==> src/rtl/muldiv_unit.sv <==
// Iterative RV32M multiply/divide unit: one shift-add or restoring-divide step per clock,
// with a Start/Busy/Done handshake and a registered Result/Zero pair.
module muldiv_unit #(
  parameter int XLEN = 32
) (
  input  logic            clk,
  input  logic            reset,
  input  logic            Start,
  input  logic [2:0]      MulDivOp,
  input  logic [XLEN-1:0] SrcA,
  input  logic [XLEN-1:0] SrcB,
  output logic            Busy,
  output logic            Done,
  output logic [XLEN-1:0] Result,
  output logic            Zero,
  output logic [1:0]      dbg_state
);

  localparam int CW = $clog2(XLEN);
  localparam logic [CW-1:0] LAST_STEP = CW'(XLEN - 1);

  typedef enum logic [1:0] {
    S_IDLE = 2'd0,
    S_RUN  = 2'd1,
    S_DONE = 2'd2
  } state_t;

  // Handshake: Start is taken on any edge where the unit is not in RUN; Busy covers
  // exactly the RUN cycles and Done is a one-cycle pulse when Result/Zero are fresh.

  state_t              state;
  logic [2:0]          op_q;
  logic [CW-1:0]       cnt;
  logic [2*XLEN-1:0]   acc;
  logic [XLEN-1:0]     opnd;
  logic                neg_q;
  logic                neg_r;

  logic                a_signed, b_signed, a_neg, b_neg;
  logic [XLEN-1:0]     a_mag, b_mag;
  logic                div_zero, div_ovf, special;
  logic [XLEN-1:0]     special_res;

  logic [XLEN:0]       mul_sum, div_shift, div_diff;
  logic [2*XLEN-1:0]   acc_nxt, prod_s;
  logic [XLEN-1:0]     quo, rem, fin_res;

  assign dbg_state = state;

  // Operand decode and special-case detection on the raw inputs at accept time.
  always_comb begin
    a_signed    = (MulDivOp == 3'b001) || (MulDivOp == 3'b010) ||
                  (MulDivOp == 3'b100) || (MulDivOp == 3'b110);
    b_signed    = (MulDivOp == 3'b001) || (MulDivOp == 3'b100) || (MulDivOp == 3'b110);
    a_neg       = a_signed && SrcA[XLEN-1];
    b_neg       = b_signed && SrcB[XLEN-1];
    a_mag       = a_neg ? (~SrcA + 1'b1) : SrcA;
    b_mag       = b_neg ? (~SrcB + 1'b1) : SrcB;
    div_zero    = MulDivOp[2] && (SrcB == '0);
    div_ovf     = MulDivOp[2] && !MulDivOp[0] &&
                  (SrcA == {1'b1, {(XLEN-1){1'b0}}}) && (SrcB == '1);
    special     = div_zero || div_ovf;
    special_res = '0;
    if (div_zero) special_res = MulDivOp[1] ? SrcA : '1;
    else          special_res = MulDivOp[1] ? '0 : SrcA;
  end

  // One iteration. Multiply keeps {partial_hi, multiplier_lo}; divide keeps {remainder, dividend/quotient}.
  always_comb begin
    mul_sum   = {1'b0, acc[2*XLEN-1:XLEN]} + (acc[0] ? {1'b0, opnd} : '0);
    div_shift = {acc[2*XLEN-1:XLEN], acc[XLEN-1]};
    div_diff  = div_shift - {1'b0, opnd};
    acc_nxt   = {mul_sum, acc[XLEN-1:1]};
    if (op_q[2]) begin
      if (!div_diff[XLEN]) acc_nxt = {div_diff[XLEN-1:0], acc[XLEN-2:0], 1'b1};
      else                 acc_nxt = {div_shift[XLEN-1:0], acc[XLEN-2:0], 1'b0};
    end
  end

  // Sign fix-up applied to the value produced by the final iteration.
  always_comb begin
    prod_s  = neg_q ? (~acc_nxt + 1'b1) : acc_nxt;
    quo     = acc_nxt[XLEN-1:0];
    rem     = acc_nxt[2*XLEN-1:XLEN];
    fin_res = '0;
    case (op_q)
      3'b000:                 fin_res = prod_s[XLEN-1:0];
      3'b001, 3'b010, 3'b011: fin_res = prod_s[2*XLEN-1:XLEN];
      3'b100, 3'b101:         fin_res = neg_q ? (~quo + 1'b1) : quo;
      default:                fin_res = neg_r ? (~rem + 1'b1) : rem;
    endcase
  end

  always_ff @(posedge clk) begin
    if (reset) begin
      state  <= S_IDLE;
      op_q   <= '0;
      cnt    <= '0;
      acc    <= '0;
      opnd   <= '0;
      neg_q  <= 1'b0;
      neg_r  <= 1'b0;
      Busy   <= 1'b0;
      Done   <= 1'b0;
      Result <= '0;
      Zero   <= 1'b1;
    end else begin
      case (state)
        S_RUN: begin
          acc <= acc_nxt;
          cnt <= cnt + 1'b1;
          if (cnt == LAST_STEP) begin
            state  <= S_DONE;
            Busy   <= 1'b0;
            Done   <= 1'b1;
            Result <= fin_res;
            Zero   <= (fin_res == '0);
          end
        end
        default: begin
          if (Start) begin
            op_q  <= MulDivOp;
            cnt   <= '0;
            neg_q <= a_neg ^ b_neg;
            neg_r <= a_neg;
            if (MulDivOp[2]) begin
              acc  <= {{XLEN{1'b0}}, a_mag};
              opnd <= b_mag;
            end else begin
              acc  <= {{XLEN{1'b0}}, b_mag};
              opnd <= a_mag;
            end
            if (special) begin
              state  <= S_DONE;
              Busy   <= 1'b0;
              Done   <= 1'b1;
              Result <= special_res;
              Zero   <= (special_res == '0);
            end else begin
              state <= S_RUN;
              Busy  <= 1'b1;
              Done  <= 1'b0;
            end
          end else begin
            state <= S_IDLE;
            Busy  <= 1'b0;
            Done  <= 1'b0;
          end
        end
      endcase
    end
  end

endmodule

==> config.mk <==
export PLATFORM = sky130hd
export DESIGN_NAME = muldiv_unit
export DESIGN_NICKNAME = d
export VERILOG_FILES = /design/src/rtl/muldiv_unit.sv
export SDC_FILE = /design/constraint.sdc
export NUM_CORES = 1
export LEC_CHECK = 0
export BUFFER_PORTS_ARGS = -buffer_cell sky130_fd_sc_hd__buf_2
export CAP_MARGIN = 20
export CORE_ASPECT_RATIO = 1.2
export CORE_MARGIN = 1.5
export CORE_UTILIZATION = 45
export CTS_CLUSTER_DIAMETER = 60
export DETAILED_ROUTE_END_ITERATION = 12
export PLACE_DENSITY = 0.59
export SKIP_CTS_REPAIR_TIMING = 1
export SLEW_MARGIN = 10
export SYNTH_ARGS = -nofsm -noshare
export SYNTH_HDL_FRONTEND = slang
export SYNTH_SLANG_ARGS = --single-unit
==> constraint.sdc <==
create_clock -name clk -period 16.3 [get_ports clk]
set_clock_uncertainty 0.05 [all_clocks]
set_input_delay 0 -clock clk [delete_from_list [all_inputs] [get_ports clk]]
set_output_delay 0 -clock clk [all_outputs]
set_load 0.01 [all_outputs]
# After elaboration in Yosys (flattened, before gate mapping)

Index checks and enable logic that the tools add are counted.

Bitwise logic cells: 7
Reduce and logical (&&, ||, !) cells: 23
Multipliers: 0
Magnitude comparators: 0
$add $sub $neg: 8
Eq/ne operators: 14
Div/mod/pow operators: 0
Multiplexer cells: 38
Shift-type cells: 0

Operators with widths:

| cell                  | count |
|---|---|
| $mux 32               | 14 |
| $mux 64               | 5 |
| $add 32x1->32 const B | 4 |
| $not 32->32           | 4 |
| $logic_not 32->1      | 3 |
| $pmux 32 s3           | 1 |
| $add 64x1->64 const B | 1 |
| $eq 32x32->1 const B  | 2 |
| $not 64->64           | 1 |
| $add 32x32->33        | 1 |
| $sub 33x32->33        | 1 |
| $eq 3x3->1 const B    | 4 |
| $mux 1                | 12 |
| $mux 5                | 2 |
| $eq 3x2->1 const B    | 3 |
| $mux 2                | 4 |
| $eq 3x1->1 const B    | 2 |
| $logic_and 1x1->1     | 6 |
| $logic_or 1x1->1      | 6 |
| $add 5x1->5 const B   | 1 |
| $eq 5x5->1 const B    | 1 |
| $reduce_bool 2->1     | 2 |
| $logic_not 3->1       | 1 |
| $reduce_and 3->1      | 1 |
| 8 further kinds       | 8 |

Bits in read-only memories: 0
Register bits: 143
Bits in latches: 0
Memories kept: 0
Output and inout bits: 37
RAM bits: 0

# Longest topological paths before layout

Word-level depth: 10
Depth in mapped cells: 29
Gate-level depth less buffers: 25

# Worst setup path before layout

No wires, ideal clock.

Kind: register to register
Start: register op_q[2]
End: register Zero
Arrival: 6.900 ns
Clock period less this slack: 7.034 ns
Required time: 16.166 ns
Cell stages (with the launch flop): 29
Path buffers: 12
Path slack: 9.266 ns
Path through: dfxtp_1 -> buf_2 -> clkbuf_1 -> buf_2 -> buf_1 -> buf_2 -> buf_2 -> buf_2 -> clkbuf_1 -> clkbuf_1 -> buf_1 -> clkbuf_1 -> nor2b_1 -> nor2_1 -> ha_1 -> o2111ai_1 -> nand3b_1 -> nor4_1 -> nand2_1 -> a211o_1 -> or4_1 -> clkbuf_1 -> o31ai_1 -> xor2_1 -> a211o_1 -> or4_1 -> nor3_1 -> nand4_1 -> o31ai_2

Longest elaborated chain between the ends: 8
Elaborated cells on any way between the ends: 22

RTL lines:

| item                                        | line | RTL |
|---|---|---|
| start: declaration                          | 32   | `logic [2:0] op_q;` |
| start signal: assignment                    | 122  | `op_q <= MulDivOp;` |
| $mux 64                                     | 74   | `if (op_q[2]) begin` |
| $not 64->64, or another cell as far along   | 82   | `prod_s = neg_q ? (~acc_nxt + 1'b1) : acc_nxt;` |
| $add 64x1->64, or another cell as far along | 82   |  |
| $mux 64, or another cell as far along       | 82   |  |
| $pmux 32 s3 *                               | 86   | `case (op_q)` |
| $logic_not 32->1 *                          | 117  | `Zero <= (fin_res == '0);` |
| $mux 1 *                                    | 112  | `if (cnt == LAST_STEP) begin` |
| $mux 1 *                                    | 108  | `case (state)` |
| end signal: assignment                      | 117  |  |
| end signal: assignment                      | 138  | `Zero <= (special_res == '0);` |
| end: declaration                            | 15   | `output logic Zero,` |

Mark *: on every way between the ends. The rest lies on a longest branch, timed or not. The select of a mux whose other input is x is not followed.
A chain may end at the register's enable or synchronous reset.

# Worst setup path after layout

Start: register acc[31]
End: register Zero

Longest elaborated chain between the ends: 10
Elaborated cells on any way between the ends: 16

RTL lines:

| item                                        | line | RTL |
|---|---|---|
| start: declaration                          | 34   | `logic [2*XLEN-1:0] acc;` |
| start signal: assignment                    | 110  | `acc <= acc_nxt;` |
| start signal: assignment                    | 127  | `acc <= {{XLEN{1'b0}}, a_mag};` |
| start signal: assignment                    | 130  | `acc <= {{XLEN{1'b0}}, b_mag};` |
| $sub 33x32->33                              | 72   | `div_diff = div_shift - {1'b0, opnd};` |
| $mux 64                                     | 75   | `if (!div_diff[XLEN]) acc_nxt = {div_diff[XLEN-1:0], acc[XLEN-2:0], 1'b1};` |
| $mux 64 *                                   | 74   |  |
| $not 64->64, or another cell as far along   | 82   |  |
| $add 64x1->64, or another cell as far along | 82   |  |
| $mux 64, or another cell as far along       | 82   |  |
| $pmux 32 s3 *                               | 86   |  |
| $logic_not 32->1 *                          | 117  |  |
| $mux 1 *                                    | 112  |  |
| $mux 1 *                                    | 108  |  |

Marks and branches as above.

==> results.ini <==
[run_status]
status = complete, but fails checks
failed_checks = hold timing

[setup_path]
worst-path-buf-inv = 3
critPathTopFamily = simple AND/OR/NAND/NOR gates
rr_startpoint = acc[31]
critPathLaunch = acc[31]
path_class = flop to flop
crit_required_ps = 16640
slowest_stage = a221oi_2
path_depth = 25
regToRegEndpoint = Zero
arrival_ps = 7320
worst_setup_path_end_kind = flop
start_kind = flop
reg2regPathDepth = 25
critPathMaxStageDelay_ps = 590
crit_path_max_fanout = 15
rrSetupSlack_ps = 9320

[routing]
via_per_inst = 6.56
dr.max_layer_used = met5
wire_per_inst_um = 25.6
ant_nets = 0
wl_met2_um = 36000
vias = 19500
wl_met3_um = 4650
firstDrtPassIters = 8
first_iter_violations = 1960
drt_wl_total_um = 75900
drcViolationCount = 0
wl_met1_um = 30100

[logic_synthesis]
ys.warnings.count = 0
synth_area_um2 = 16800
synth_fa_ha_area_share_pct = 5.69
synth-edff-count = 0
synth_cells = 2502
syn_area_per_cell_um2 = 6.73
synthMuxAreaShare_pct = 3.82
synth-seq-area-share_pct = 16.8
ys_ff_latch = 141
synth-xor-area-share_pct = 8.22
synth_top_family_by_area = compound AO/OA/AOI/OAI gates
synthFlopType = dfxtp_1
synth_compound_area_share_pct = 31.9
synth_cell_types = 90
yosys.area_share.simple_pct = 27.5
synthArstFlopShare_pct = 0
syn_nets = 2645

[clock_tree]
cts.sinks = 141
cts.clk_slew.worst_paths_ps = 70
cts_buffers = 17
cts_htree_levels = 4
cts_buffer_depth = 2
clk_latency_ps = 470
cts_tree = yes
cts_root_buf = clkbuf_16

[die]
die_h_um = 215
row_count = 77
io-pin-count = 107
dieWidth_um = 180
fp.dieArea_um2 = 38600
start_util_pct = 45.6
core_um2 = 36900

[sta]
setup_violations = 0
fin_crit_sh_pct = 42.8
slew_headroom_pct = 30.0
slew_viol_final = 0
rsz0062_at_grt = false
worst-slew-pin-transition_ps = 1050
holdWs_ps = -17.7
fin_crit_ps = 6980
hold_violations = 3
tns_ps = 0
max_freq_mhz = 143

[pwr]
finalPower_mw = 1.49
ir_worst_vdd_uv = 87.9
powerDensity_nw_per_um2 = 82.1
leakagePower_nw = 6.84

[layout]
diodes = 0
fillers = 3906
finalNonFillerCells = 2965
area_growth_pct = 7.69
final_cell_mix = nand2_1 (308), nor2_1 (280), a21oi_1 (232)
multiInputGateArea_um2 = 13000
final_layout_size_suffix_gt1_share_pct = 9.27
final_core_util_pct = 49.1
register_area_um2 = 2830
final_common_cell = nand2_1
nNetsFinal = 2622

[global_route]
overflow = 0
grt_use_total_pct = 38.6
grt_max_degree = 123
antenna_found_initial = 1
grt_pass1_vias = 18300
grt_pass1_wl_um = 114000

[worst_hold_path]
min_path_cells = 5
min_path_type = input pin to flop
min_to = Result[17]
hold_start = SrcA[17]

[place]
dpl.hpwl_um = 59300
numPortBuffers = 106
place_inst = 2930
routabilityCongestion = 1.04

[flow_run]
maxCapViolCount = 0

## synthesized netlist by cell type (26+ instances only)
cell type | n | area, um^2
a211oi_1 | 126 | 946
a21o_1 | 26 | 195
a21oi_1 | 232 | 1160
clkbuf_1 | 142 | 533
dfxtp_1 | 141 | 2820
ha_1 | 71 | 888
inv_1 | 74 | 278
mux2i_1 | 53 | 531
nand2_1 | 308 | 1160
nand3_1 | 72 | 360
nand4_1 | 48 | 300
nor2_1 | 282 | 1060
nor2b_1 | 29 | 181
nor3_1 | 70 | 350
o211ai_1 | 65 | 488
o21ai_0 | 149 | 746
o31ai_1 | 29 | 218
xnor2_1 | 92 | 806
xor2_1 | 66 | 578
## flip-flops by register name, indices dropped and copies added (netlist names)
name / count
acc: 64
Result: 32
opnd: 32
cnt: 5
op_q: 3
Done: 1
Zero: 1
dbg_state: 1
neg_q: 1
neg_r: 1
## cell type report
class,count,share of cell area (%)
repair buffers,146,4.64
flip-flops and latches,141,15.6
clock inverters,14,0.752
inverters,74,1.53
multi-input cells,2099,71.9
clock buffers,17,2.35
well taps,474,3.27
## per-stage QoR
stage / hold slack (ps) / setup slack (ps) / instance area, um^2
after global routing: 13.7 / 8800 / 18100
after floorplan: 86.0 / 9270 / 16800
after global placement: 282 / 9550 / 17500
after detailed placement: 278 / 9390 / 17500
final: -17.7 / 9320 / 18100
after CTS: -220 / 9360 / 18100
## worst min-delay path: stages
cell and delay [ps]:
buf_2 140, nand2_1 70, o211ai_1 80, o21ai_0 100, a211oi_1 80
## layer usage
metal	vias up	global-route usage [%]
met5	-	0
met2	836	65.7
met3	210	5.52
met4	2	24.1
met1	9283	45.6
li1	9132	-
## kinds of logic (layout without fill, tap and decap cells)
family | Yosys count | count (layout)
adder cells (fa/ha/maj) | 76 | 76
multiplexers | 63 | 63
buffers and inverters | 262 | 251
AND/OR/NAND/NOR | 983 | 983
flip-flops | 141 | 141
XOR/XNOR | 158 | 158
AO/OA/AOI/OAI | 819 | 819
## worst max path at each step
stage | endpoint
floorplan | Zero
global placement | Zero
detailed placement | Zero
CTS | Zero
global route | Zero
finish | Zero
## where the power goes
group          leakage, nW  switching (mW)  internal (mW)  total [mW]
logic                 5.42           0.483          0.222       0.705
registers             1.15          0.0236          0.363       0.386
clock network        0.272           0.186          0.211       0.397
total                 6.84           0.692          0.796        1.49
Note: power is estimated with default switching activity, not from simulation.
